### config.mk
export PLATFORM = sky130hd
export DESIGN_NAME = reg_load_arbiter
export DESIGN_NICKNAME = d
export VERILOG_FILES = /design/src/rtl/reg_load_arbiter.sv
export SDC_FILE = /design/constraint.sdc
export NUM_CORES = 1
export LEC_CHECK = 0
export BUFFER_PORTS_ARGS = -buffer_cell sky130_fd_sc_hd__buf_2
export CORE_MARGIN = 3
export CORE_UTILIZATION = 44
export DETAILED_ROUTE_END_ITERATION = 7
export GPL_TIMING_DRIVEN = 0
export PLACE_DENSITY = 0.75
export SYNTH_ARGS = -nofsm -noshare
export SYNTH_HDL_FRONTEND = slang
export SYNTH_SLANG_ARGS = --single-unit
### constraint.sdc
create_clock -name clk -period 2 [get_ports clk]
set_input_delay 0.4 -clock clk [delete_from_list [all_inputs] [get_ports clk]]
set_output_delay 0.4 -clock clk [all_outputs]
set_load 0.005 [all_outputs]
### src/rtl/reg_load_arbiter.sv
// Round-robin arbiter that lets two requesters load or clear one shared register.
// Each granted write goes through WRITE, CHECK and DONE, then acks with a readback-mismatch flag.
module reg_load_arbiter #(
  parameter int W = 4
) (
  input  logic         clk,
  input  logic         rst,
  input  logic         req_a,
  input  logic         req_b,
  input  logic         op_a,
  input  logic         op_b,
  input  logic [W-1:0] data_a,
  input  logic [W-1:0] data_b,
  input  logic [W-1:0] reg_q,
  output logic         ack_a,
  output logic         ack_b,
  output logic         err,
  output logic         busy,
  output logic         reg_ld,
  output logic         reg_clr,
  output logic [W-1:0] reg_d
);

  typedef enum logic [1:0] {IDLE, WRITE, CHECK, DONE} state_t;

  state_t         state;
  state_t         state_nxt;
  logic           ptr_b;
  logic           win_b;
  logic           op_q;
  logic           err_q;
  logic [W-1:0]   data_q;
  logic           grant_b;

  // B wins when it is the only requester, or when both request and the pointer is on B
  assign grant_b = req_b & (~req_a | ptr_b);

  always_ff @(posedge clk or negedge rst) begin
    if (!rst) state <= IDLE;
    else      state <= state_nxt;
  end

  always_ff @(posedge clk or negedge rst) begin
    if (!rst) begin
      ptr_b  <= 1'b0;
      win_b  <= 1'b0;
      op_q   <= 1'b0;
      data_q <= '0;
      err_q  <= 1'b0;
    end else begin
      if (state == IDLE && (req_a || req_b)) begin
        win_b  <= grant_b;
        op_q   <= grant_b ? op_b : op_a;
        data_q <= grant_b ? data_b : data_a;
        ptr_b  <= ~grant_b;
      end
      if (state == CHECK)
        err_q <= (reg_q != (op_q ? '0 : data_q));
    end
  end

  always_comb begin
    state_nxt = state;
    ack_a     = 1'b0;
    ack_b     = 1'b0;
    err       = 1'b0;
    busy      = 1'b0;
    reg_ld    = 1'b0;
    reg_clr   = 1'b0;
    reg_d     = data_q;
    case (state)
      IDLE: begin
        if (req_a || req_b) state_nxt = WRITE;
      end
      WRITE: begin
        busy      = 1'b1;
        reg_ld    = ~op_q;
        reg_clr   = op_q;
        // a clear carries no data, so present zero rather than the stale latch
        if (op_q) reg_d = '0;
        state_nxt = CHECK;
      end
      CHECK: begin
        busy      = 1'b1;
        state_nxt = DONE;
      end
      DONE: begin
        busy      = 1'b1;
        ack_a     = ~win_b;
        ack_b     = win_b;
        err       = err_q;
        state_nxt = IDLE;
      end
      default: state_nxt = IDLE;
    endcase
  end

endmodule

* Word level (Yosys, flattened, before mapping)
Cells that the tools add are included.
Widths: inputs -> output; s select.
** Operators by class
- Eq/ne operators :: 5
- Muxes and demuxes :: 12
- Bitwise logic cells :: 6
- Reductions and logical operators :: 4
** Operators by type and width (count)
- $mux 4 :: 3
- $pmux 2 s4 :: 1
- $mux 1 :: 7
- $eq 2x2->1 const B :: 2
- $ne 4x4->1 :: 1
- $not 1->1 :: 4
- $reduce_or 3->1 :: 1
- $eq 2x1->1 const B :: 1
- $logic_not 2->1 :: 1
- $mux 2 :: 1
- $ne 2x1->1 const B :: 1
- $and 1x1->1 :: 1
- $logic_and 1x1->1 :: 1
- $logic_or 1x1->1 :: 1
- $or 1x1->1 :: 1
** Storage, ports and cells
- Flip-flop bits (word level) :: 10
- Input port bits :: 18
- Output and inout bits :: 10
- Logic and storage cells :: 33

* Logic depth before layout (Yosys ltp)
Gate-level depths: netlist (run 1).
- Depth in word-level cells :: 4
- Depth in mapped cells :: 6
- Mapped depth without buffers :: 6

* Least setup slack after synthesis (run 1)
No wires, ideal clock.
- Path kind :: flip-flop to flip-flop
- From :: register state[0]
- To :: register state[1]
- Library setup time :: 121 ps
- Arrival :: 1205 ps
- Required time :: 1879 ps
- Slack :: 674 ps
- Stages on the path, launching flop included :: 7
- Buffers on the path :: 0
- Period minus slack after synthesis :: 1326 ps
- Cell sequence :: dfrtp_1 inv_1 ha_1 inv_2 or3_1 nand2_1 o21ai_1
** Between the ends
- Cells in the longest elaborated chain, start to end :: 2
- Elaborated cells between the ends (all ways) :: 6
- Those cells by class :: eq/ne: 4; mux: 1; reduce/logical: 1
** RTL lines
- from (decl) :: RTL line 26 : state_t state;
- from (signal assigned) :: RTL line 40 : else state <= state_nxt;
- $eq 2x2->1, or another cell as far along :: RTL line 71 : case (state)
- $pmux 2 s4 or $ne 2x1->1 (tied branches)
Several ways; a longest one is shown, not always the timed one.
A chain may end at the register's enable or synchronous reset.

* Worst setup path after layout (run 1)
- From :: register state[1]
- To :: output port reg_d[1]
** Between the ends
- Cells in the longest elaborated chain, start to end :: 2
** RTL lines
- $eq 2x1->1 :: RTL line 71
- $mux 4 :: RTL line 71
- to (decl) :: RTL line 21 : output logic [W-1:0] reg_d
Every way passes these cells.

==> results of run 1 <==
==> metrics by stage <==
step | util [%] | worst slack [ns] | hold slack, ns | instance area [µm²] | std cells
3_5_place_dp | 64.1 | 0.526 | 0.276 | 779 | 110
5_1_grt | 67.9 | 0.115 | 0.415 | 826 | 115
2_1_floorplan | - | 0.674 | 0.104 | 627 | 69
3_3_place_gp | 64.1 | 0.544 | 0.277 | 779 | 110
4_1_cts | 67.9 | 0.214 | 0.392 | 826 | 115
6_report | 67.9 | 0.240 | 0.397 | 826 | 115
==> power by group through the flow <==
stage	sequential (µW)	combinational, µW	clock [µW]
2_1_floorplan	371	355	0
3_3_place_gp	394	507	0
3_5_place_dp	395	523	0
4_1_cts	391	529	194
5_1_grt	409	606	203
6_report	390	518	189
==> cell usage after synthesis, drive strengths merged <==
| library cell | count |
|---|---|
| buf | 1 |
| nand2 | 8 |
| nor3 | 1 |
| nand2b | 1 |
| inv | 7 |
| and2 | 5 |
| o21ai | 11 |
| mux2i | 6 |
| o2111a | 1 |
| a21oi | 2 |
| nor2b | 3 |
| mux2 | 1 |
| nand4b | 1 |
| ha | 4 |
| dfrtp | 10 |
| nor2 | 4 |
| a31oi | 1 |
| or3 | 1 |
| xnor2 | 1 |
==> cells by family after synthesis <==
family                   count (synthesis)
AND/OR/NAND/NOR                         24
AO/OA/AOI/OAI                           15
flip-flops                              10
buffers and inverters                    8
multiplexers                             7
adder cells (fa/ha/maj)                  4
XOR/XNOR                                 1
==> repair_timing <==
item / 4_1_cts / 5_1_grt
hold buffers: 1 / 0
gates resized for setup: 0 / 0
hold endpoints to repair: 10 / 0
buffers inserted: 0 / 0
==> worst max-delay path by stage <==
| stage | startpoint | endpoint | slack, ns |
|---|---|---|---|
| 2_1_floorplan | state[0] | state[1] | 0.67 |
| 3_3_place_gp | state[1] | reg_d[1] | 0.54 |
| 3_5_place_dp | state[1] | reg_d[1] | 0.53 |
| 4_1_cts | state[1] | reg_d[0] | 0.21 |
| 5_1_grt | state[1] | reg_d[1] | 0.12 |
| 6_report | state[1] | reg_d[1] | 0.24 |
==> area by class of cell <==
type,instances,area [µm²]
Buffer,1,5.00
Clock buffer,4,36.3
Fill cell,111,390
Inverter,7,26.3
Multi-Input combinational cell,51,345
Sequential cell,10,250
Tap cell,14,17.5
Timing Repair Buffer,28,145
==> flip-flops by register name, summed over array words and instances, names as in the netlist <==
name and count:
err_q 1, data_q 4, state 2, win_b 1, ptr_b 1, op_q 1
==> layer usage <==
layer  up-vias  track usage, %  routed length (µm)
met5         -               0                   0
met4         0            7.23                  25
met3         4            7.47                  82
met2        17            26.7                 629
met1       231            19.3                 609
li1        296               -                   -
==> worst reg2reg max path, cell delays in order (launching register included) <==
cell     delay [ns]
dfrtp_1        0.40
inv_1          0.08
ha_1           0.25
o21ai_1        0.19
buf_2          0.26
o21ai_0        0.11
==> metrics.yaml, run 1 <==
p_clk_share_pct: 17.3
p_per_area_mw_per_mm2: 1330
hpwl_mm: 1.09
synth_top_area_share_pct: 39.9
post-synth-top-area-cell: "dfrtp_1"
endpoint_kind: "primary output"
layout_min_cycle_time_ns: 1.76
viasPerCell: 4.77
report.final.slew_viol_count: 0
tightestPinTransition_ns: 0.280
syn-num-nets: 91
rsz0062_at_grt: "false"
crit_fanout: 4
worst_path_largest_cell_delay_ns: 0.40
h-tree-depth: 1
yosys_warnings: 0
hold_path_end: "data_q[2]"
worst_r2r_path_depth: 5
hold_violations: 0
status: "completed"
drt_iter0_drc: 5
grt_pass1_vias: 547
area_growth_pct: 31.7
synth_top_family_by_area: "simple AND/OR/NAND/NOR gates"
start_kind: "flop"
crit_arrival_ns: 1.36
path_cells: "inv_1 > ha_1 > nand2_1 > and2_1 > buf_2"
internal-power_uw: 670
synth_cell_types: 22
grt_usage_pct: 16.8
vdd_drop_max_mv: 0.849
place_congestion: 0.704
cap_violations: 0
syn_area_um2: 627
ant_nets: 0
synth-xor-area-share_pct: 1.40
syn_inst: 69
slew_headroom_pct: 81.2
vias: 548
placementRows: 12
power_frac_comb_pct: 47.2
core_area_mm2: 0.00122
wire_per_inst_um: 11.7
r2r_setup_slack_ns: 0.59
ys_ff_latch: 10
ys_seq_area_share_pct: 39.9
r2r-end: "win_b"
switching_share_pct: 38.9
min_path_type: "in -> reg"
layout-drive-gt1-share_pct: 34.7
hold_depth: 3
cts_tree: "yes"
io_buffers: 27
chipWidth_um: 43.7
synth_compound_area_share_pct: 15.0
path_depth: 5
fin_tns_setup_ns: 0
final_cell_mix: "buf_2, dfrtp_1, nand2_1"
cts_buffer_depth: 2
grt_pass1_wl_mm: 2.30
avgSynthCellArea_um2: 9.08
overflow: 0
p_switching_uw: 427
initial_core_util_pct: 51.5
grt_max_degree: 11
finalPower_uw: 1100
n_antenna_cell: 0
root_buffer: "clkbuf_4"
clk_latency_ns: 0.28
clk_pin_slew_worst_paths_ns: 0.07
fin_nets: 124
timing.final.crit_share_pct: 88.0
hp-start: "data_b[2]"
finalClockSkew_ns: 0.00579
max_freq_mhz: 568
synth-simple-area-share_pct: 19.4
crit_family: "flip-flops"
crit_slowest_cell: "dfrtp_1"
wl_mm: 1.35
seq_power_share_pct: 35.5
setup_viol: 0
final_common_cell: "buf_2"
cellLeakagePower_uw: 0.000450
synth-adder-area-share_pct: 7.98
path_buf_inv: 2
die_area_mm2: 0.00191
cts_buffers: 3
r2r_start: "state[0]"
synthTopCellsByArea: "dfrtp_1, mux2i_1, ha_1, o21ai_1, and2_1"
drc: 0
antenna_found_initial: 0
cp.required_ns: 1.60
cts_sinks: 10
synth.mux.area_fraction_pct: 11.4
path_class: "reg -> out"
io-pin-count: 28
die_h_um: 43.7
firstDrtPassIters: 3
Power figures use the tool's default switching activity.
==> inputs of run 2 (changes only) <==
==> constraint.sdc (replaced) <==
create_clock -name clk -period 2.2 [get_ports clk]
set_input_delay 0.44 -clock clk [delete_from_list [all_inputs] [get_ports clk]]
set_output_delay 0.44 -clock clk [all_outputs]
set_load 0.005 [all_outputs]
==> metrics.yaml, run 2 (same netlist as run 1, synthesis figures left out) <==
fin_nets: 123  # was 124
rsz0062_at_grt: "false"  # unchanged
place_congestion: 0.704  # unchanged
io_buffers: 27  # unchanged
vias: 545  # was 548
post_cts_buffers: 0  # unchanged
slew_headroom_pct: 81.2  # unchanged
drt_iter0_drc: 5  # unchanged
grtUsageMet3_pct: 7.47  # unchanged
initial_core_util_pct: 51.5  # unchanged
timing.final.crit_share_pct: 81.8
placementRows: 12  # unchanged
root_buffer: "clkbuf_4"  # unchanged
cp.required_ns: 1.76  # was 1.60 ns
cts_tree: "yes"  # unchanged
use_met2_pct: 26.7  # unchanged
r2r-end: "win_b"  # unchanged
grt_max_degree: 11  # unchanged
h-tree-depth: 1  # unchanged
top_regs: "data_q (4), state (2)"  # unchanged
clk_pin_slew_worst_paths_ns: 0.07  # about the same
clk_latency_ns: 0.27  # was 0.28 ns
io-pin-count: 28  # unchanged
layout_min_cycle_time_ns: 1.80
ant_nets: 0  # unchanged
top_register: "data_q"  # unchanged
grt_usage_pct: 16.7  # was 16.8%
fill_cells: 115  # was 111
endpoint_kind: "primary output"  # unchanged
fin_tns_setup_ns: 0  # unchanged
report.final.slew_viol_count: 0  # unchanged
p_per_area_mw_per_mm2: 1220  # was 1330 mW/mm²
hold_violations: 0  # unchanged
drc: 0  # unchanged
area_growth_pct: 30.1  # was 31.7%
antenna_found_initial: 0  # unchanged
viasPerCell: 4.78  # was 4.77
tightestPinTransition_ns: 0.280  # unchanged
cap_violations: 0  # unchanged
final_cell_mix: "buf_2, dfrtp_1, nand2_1"  # unchanged
cts_resized: 0  # unchanged
crit_arrival_ns: 1.36  # about the same
worst_r2r_path_depth: 5  # unchanged
path_class: "reg -> out"  # unchanged
r2r_setup_slack_ns: 0.79  # was 0.59 ns
met1_usage_pct: 19.1  # was 19.3%
layout-drive-gt1-share_pct: 35.0  # was 34.7%
die_h_um: 43.7  # unchanged
r2r_start: "state[0]"  # unchanged
vdd_drop_max_mv: 0.771  # was 0.849 mV
cts_buffer_depth: 2  # unchanged
setup_viol: 0  # unchanged
top_usage_layer: "met2"  # unchanged
ff_latch_area_um2: 250  # unchanged
final_common_cell: "buf_2"  # unchanged
crit_fanout: 4  # unchanged
multiInputGateArea_um2: 345  # unchanged
overflow: 0  # unchanged
n_antenna_cell: 0  # unchanged
die_area_mm2: 0.00191  # unchanged
largest_reg_flops: 4  # unchanged
cts_buffers: 3  # unchanged
max_freq_mhz: 556
cellLeakagePower_uw: 0.000446  # was 0.000450 µW
cts_hold_buf: 0  # was 1
min_path_type: "in -> async"  # was in -> reg
core_area_mm2: 0.00122  # unchanged
crit_path_end: "reg_d[1]"  # unchanged
final_util_pct: 67.1  # was 67.9%
hpwl_mm: 1.09  # unchanged
crit_start: "state[1]"  # unchanged
status: "completed"  # unchanged
grt_pass1_vias: 543  # was 547
start_kind: "flop"  # unchanged
wire_per_inst_um: 11.7  # about the same
chipWidth_um: 43.7  # unchanged
cts_sinks: 10  # unchanged
firstDrtPassIters: 3  # unchanged
grt_pass1_wl_mm: 2.28  # was 2.30 mm
finalClockSkew_ns: 0.00440  # was 0.00579 ns
wl_mm: 1.34  # was 1.35 mm
[run 2: final cells by class]
cell class / instances / share of cell area, %
flip-flops and latches: 10 / 30.7
clock buffers: 4 / 4.45
multi-input cells: 51 / 42.3
plain buffers: 1 / 0.613
well taps: 14 / 2.15
inverters: 7 / 3.22
repair buffers: 27 / 16.6
[run 2: report_power, final]
group	switching [µW]	internal [µW]
Clock	70.4	101
Combinational	236	234
Sequential	80.9	274
[run 2: worst min path at each step]
| stage | to | cells past startpoint | slack (ns) | from |
|---|---|---|---|---|
| floorplan | data_q[0] | 0 | 0.14 | rst |
| global placement | err_q | 1 | 0.32 | rst |
| detailed placement | data_q[2] | 1 | 0.32 | rst |
| CTS | data_q[2] | 1 | 0.02 | rst |
| global route | data_q[2] | 1 | 0.01 | rst |
| finish | data_q[2] | 1 | 0.009 | rst |
[run 2: metrics by stage]
stage | hold WS, ns | cell area (µm²) | cells | power (µW) | setup slack [ns]
after floorplan | 0.144 | 627 | 69 | 660 | 0.874
after global placement | 0.317 | 779 | 110 | 818 | 0.704
after detailed placement | 0.316 | 779 | 110 | 835 | 0.686
after CTS | 0.0159 | 816 | 114 | 1010 | 0.374
after global routing | 0.0127 | 816 | 114 | 1110 | 0.275
final | 0.00921 | 816 | 114 | 995 | 0.401
[run 2: routing by layer]
| layer | wire (µm) | share of wire, % |
|---|---|---|
| met1 | 602 | 45 |
| met2 | 629 | 47 |
| met3 | 82 | 6.1 |
| met4 | 25 | 1.9 |
| met5 | 0 | 0 |
[run 2: critical path: stages (launching register included)]
cell and delay (ns):
dfrtp_1 0.40, inv_1 0.11, ha_1 0.17, nand2_1 0.10, and2_1 0.19, buf_2 0.12
==> inputs of run 3 (changes only) <==
==> constraint.sdc (replaced) <==
create_clock -name clk -period 1.8 [get_ports clk]
set_input_delay 0.36 -clock clk [delete_from_list [all_inputs] [get_ports clk]]
set_output_delay 0.36 -clock clk [all_outputs]
set_load 0.005 [all_outputs]
==> metrics.yaml, run 3 (same netlist as run 1, synthesis figures left out) <==
root_buffer: "clkbuf_4"  # unchanged
fin_tns_setup_ns: 0  # unchanged
cellLeakagePower_uw: 0.000449  # was 0.000446 µW
hold_violations: 0  # unchanged
fill_cells: 111  # was 115
ant_nets: 0  # unchanged
setup_viol: 0  # unchanged
cts_buffers: 3  # unchanged
dpl.cell_count: 110  # unchanged
chipWidth_um: 43.7  # unchanged
cts_sinks: 10  # unchanged
h-tree-depth: 1  # unchanged
initial_core_util_pct: 51.5  # unchanged
placementRows: 12  # unchanged
core_area_mm2: 0.00122  # unchanged
wire_per_inst_um: 11.8  # was 11.7 µm
top_register: "data_q"  # unchanged
hpwl_mm: 1.09  # unchanged
vias: 549  # was 545
finalClockSkew_ns: 0.00567  # was 0.00440 ns
n_antenna_cell: 0  # unchanged
cts_tree: "yes"  # unchanged
overflow: 0  # unchanged
io-pin-count: 28  # unchanged
final_common_cell: "buf_2"  # unchanged
firstDrtPassIters: 3  # unchanged
die_h_um: 43.7  # unchanged
cts_buffer_depth: 2  # unchanged
crit_arrival_ns: 1.34  # was 1.36 ns
grt_max_degree: 11  # unchanged
top_regs: "data_q (4), state (2)"  # unchanged
area_growth_pct: 32.5  # was 30.1%
final_util_pct: 68.3  # was 67.1%
p_per_area_mw_per_mm2: 1480  # was 1220 mW/mm²
clk_pin_slew_worst_paths_ns: 0.07  # about the same
io_buffers: 27  # unchanged
grt_usage_pct: 16.8  # was 16.7%
tightestPinTransition_ns: 0.280  # unchanged
vdd_drop_max_mv: 0.956  # was 0.771 mV
crit_fanout: 4  # unchanged
fin_nets: 124  # was 123
drt_iter0_drc: 4  # was 5
layout_min_cycle_time_ns: 1.70
rsz0062_at_grt: "false"  # unchanged
clk_latency_ns: 0.28  # was 0.27 ns
antenna_found_initial: 0  # unchanged
drc: 0  # unchanged
cp.required_ns: 1.44  # was 1.76 ns
timing.final.crit_share_pct: 94.2
status: "completed"  # unchanged
largest_reg_flops: 4  # unchanged
path_class: "reg -> out"  # unchanged
cap_violations: 0  # unchanged
max_freq_mhz: 590
grt_pass1_wl_mm: 2.30  # was 2.28 mm
post_cts_buffers: 0  # unchanged
slew_headroom_pct: 81.2  # unchanged
report.final.slew_viol_count: 0  # unchanged
min_path_type: "in -> reg"  # was in -> async
layout-drive-gt1-share_pct: 36.6  # was 35.0%
die_area_mm2: 0.00191  # unchanged
endpoint_kind: "primary output"  # unchanged
final_cell_mix: "buf_2, dfrtp_1, o21ai_1, nand2_1, mux2i_1"  # was buf_2, dfrtp_1, nand2_1
start_kind: "flop"  # unchanged
fin_area_um2: 831  # was 816 µm²
wl_mm: 1.36  # was 1.34 mm
grt_pass1_vias: 547  # was 543
viasPerCell: 4.77  # was 4.78
instances_no_fill: 115  # was 114
place_congestion: 0.704  # unchanged
place_area_um2: 779  # unchanged
## run 3: final timing paths
kind | from | to | slack, ns | cells past startpoint
min in group asynchronous | rst | data_q[2] | 0.46 | 2
hold reg to reg | data_q[0] | data_q[0] | 0.50 | 2
setup reg to reg | state[0] | win_b | 0.37 | 5
setup / recovery | state[1] | reg_d[1] | 0.10 | 5
hold / removal | data_b[2] | data_q[2] | 0.36 | 3
max in group asynchronous | rst | ptr_b | 1.14 | 2
## run 3: cell type report
class,instances,area (µm²),area share [%]
multi-input combinational,51,350,42.2
sequential,10,250,30.1
timing repair buffer,28,145,17.5
clock buffer,4,36.3,4.37
inverter,7,26.3,3.16
tap,14,17.5,2.11
buffer,1,5.00,0.602
## run 3: metal layers
layer,vias up,track usage (%),wire length [µm]
met5,-,0,0
met2,17,26.7,638
met3,4,7.47,82
met1,233,19.3,615
li1,295,-,-
met4,0,7.23,25
## run 3: per-stage QoR
step / worst slack (ns) / hold slack, ns / power, µW
final: 0.104 / 0.358 / 1230
after global routing: 0.000170 / 0.375 / 1360
after CTS: 0.0538 / 0.352 / 1240
after detailed placement: 0.366 / 0.236 / 1020
after global placement: 0.384 / 0.237 / 1000
after floorplan: 0.474 / 0.0644 / 807
## run 3: repair_timing
item                                    4_1_cts  5_1_grt
endpoints found under the setup margin        0        4
gates resized for setup                       0        2
hold buffers                                  1        0
hold endpoints to repair                     10        0
## run 3: critical path, cell delays in order (launching register included)
cell and delay (ns):
dfrtp_1 0.40, inv_1 0.11, ha_2 0.19, nand2_2 0.07, and2_1 0.17, buf_2 0.12
## run 3: power by group
group / switching, µW / total (µW) / internal [µW]
logic: 291 / 582 / 291
clock network: 87.2 / 210 / 123
registers: 102 / 436 / 334
total: 480 / 1230 / 748
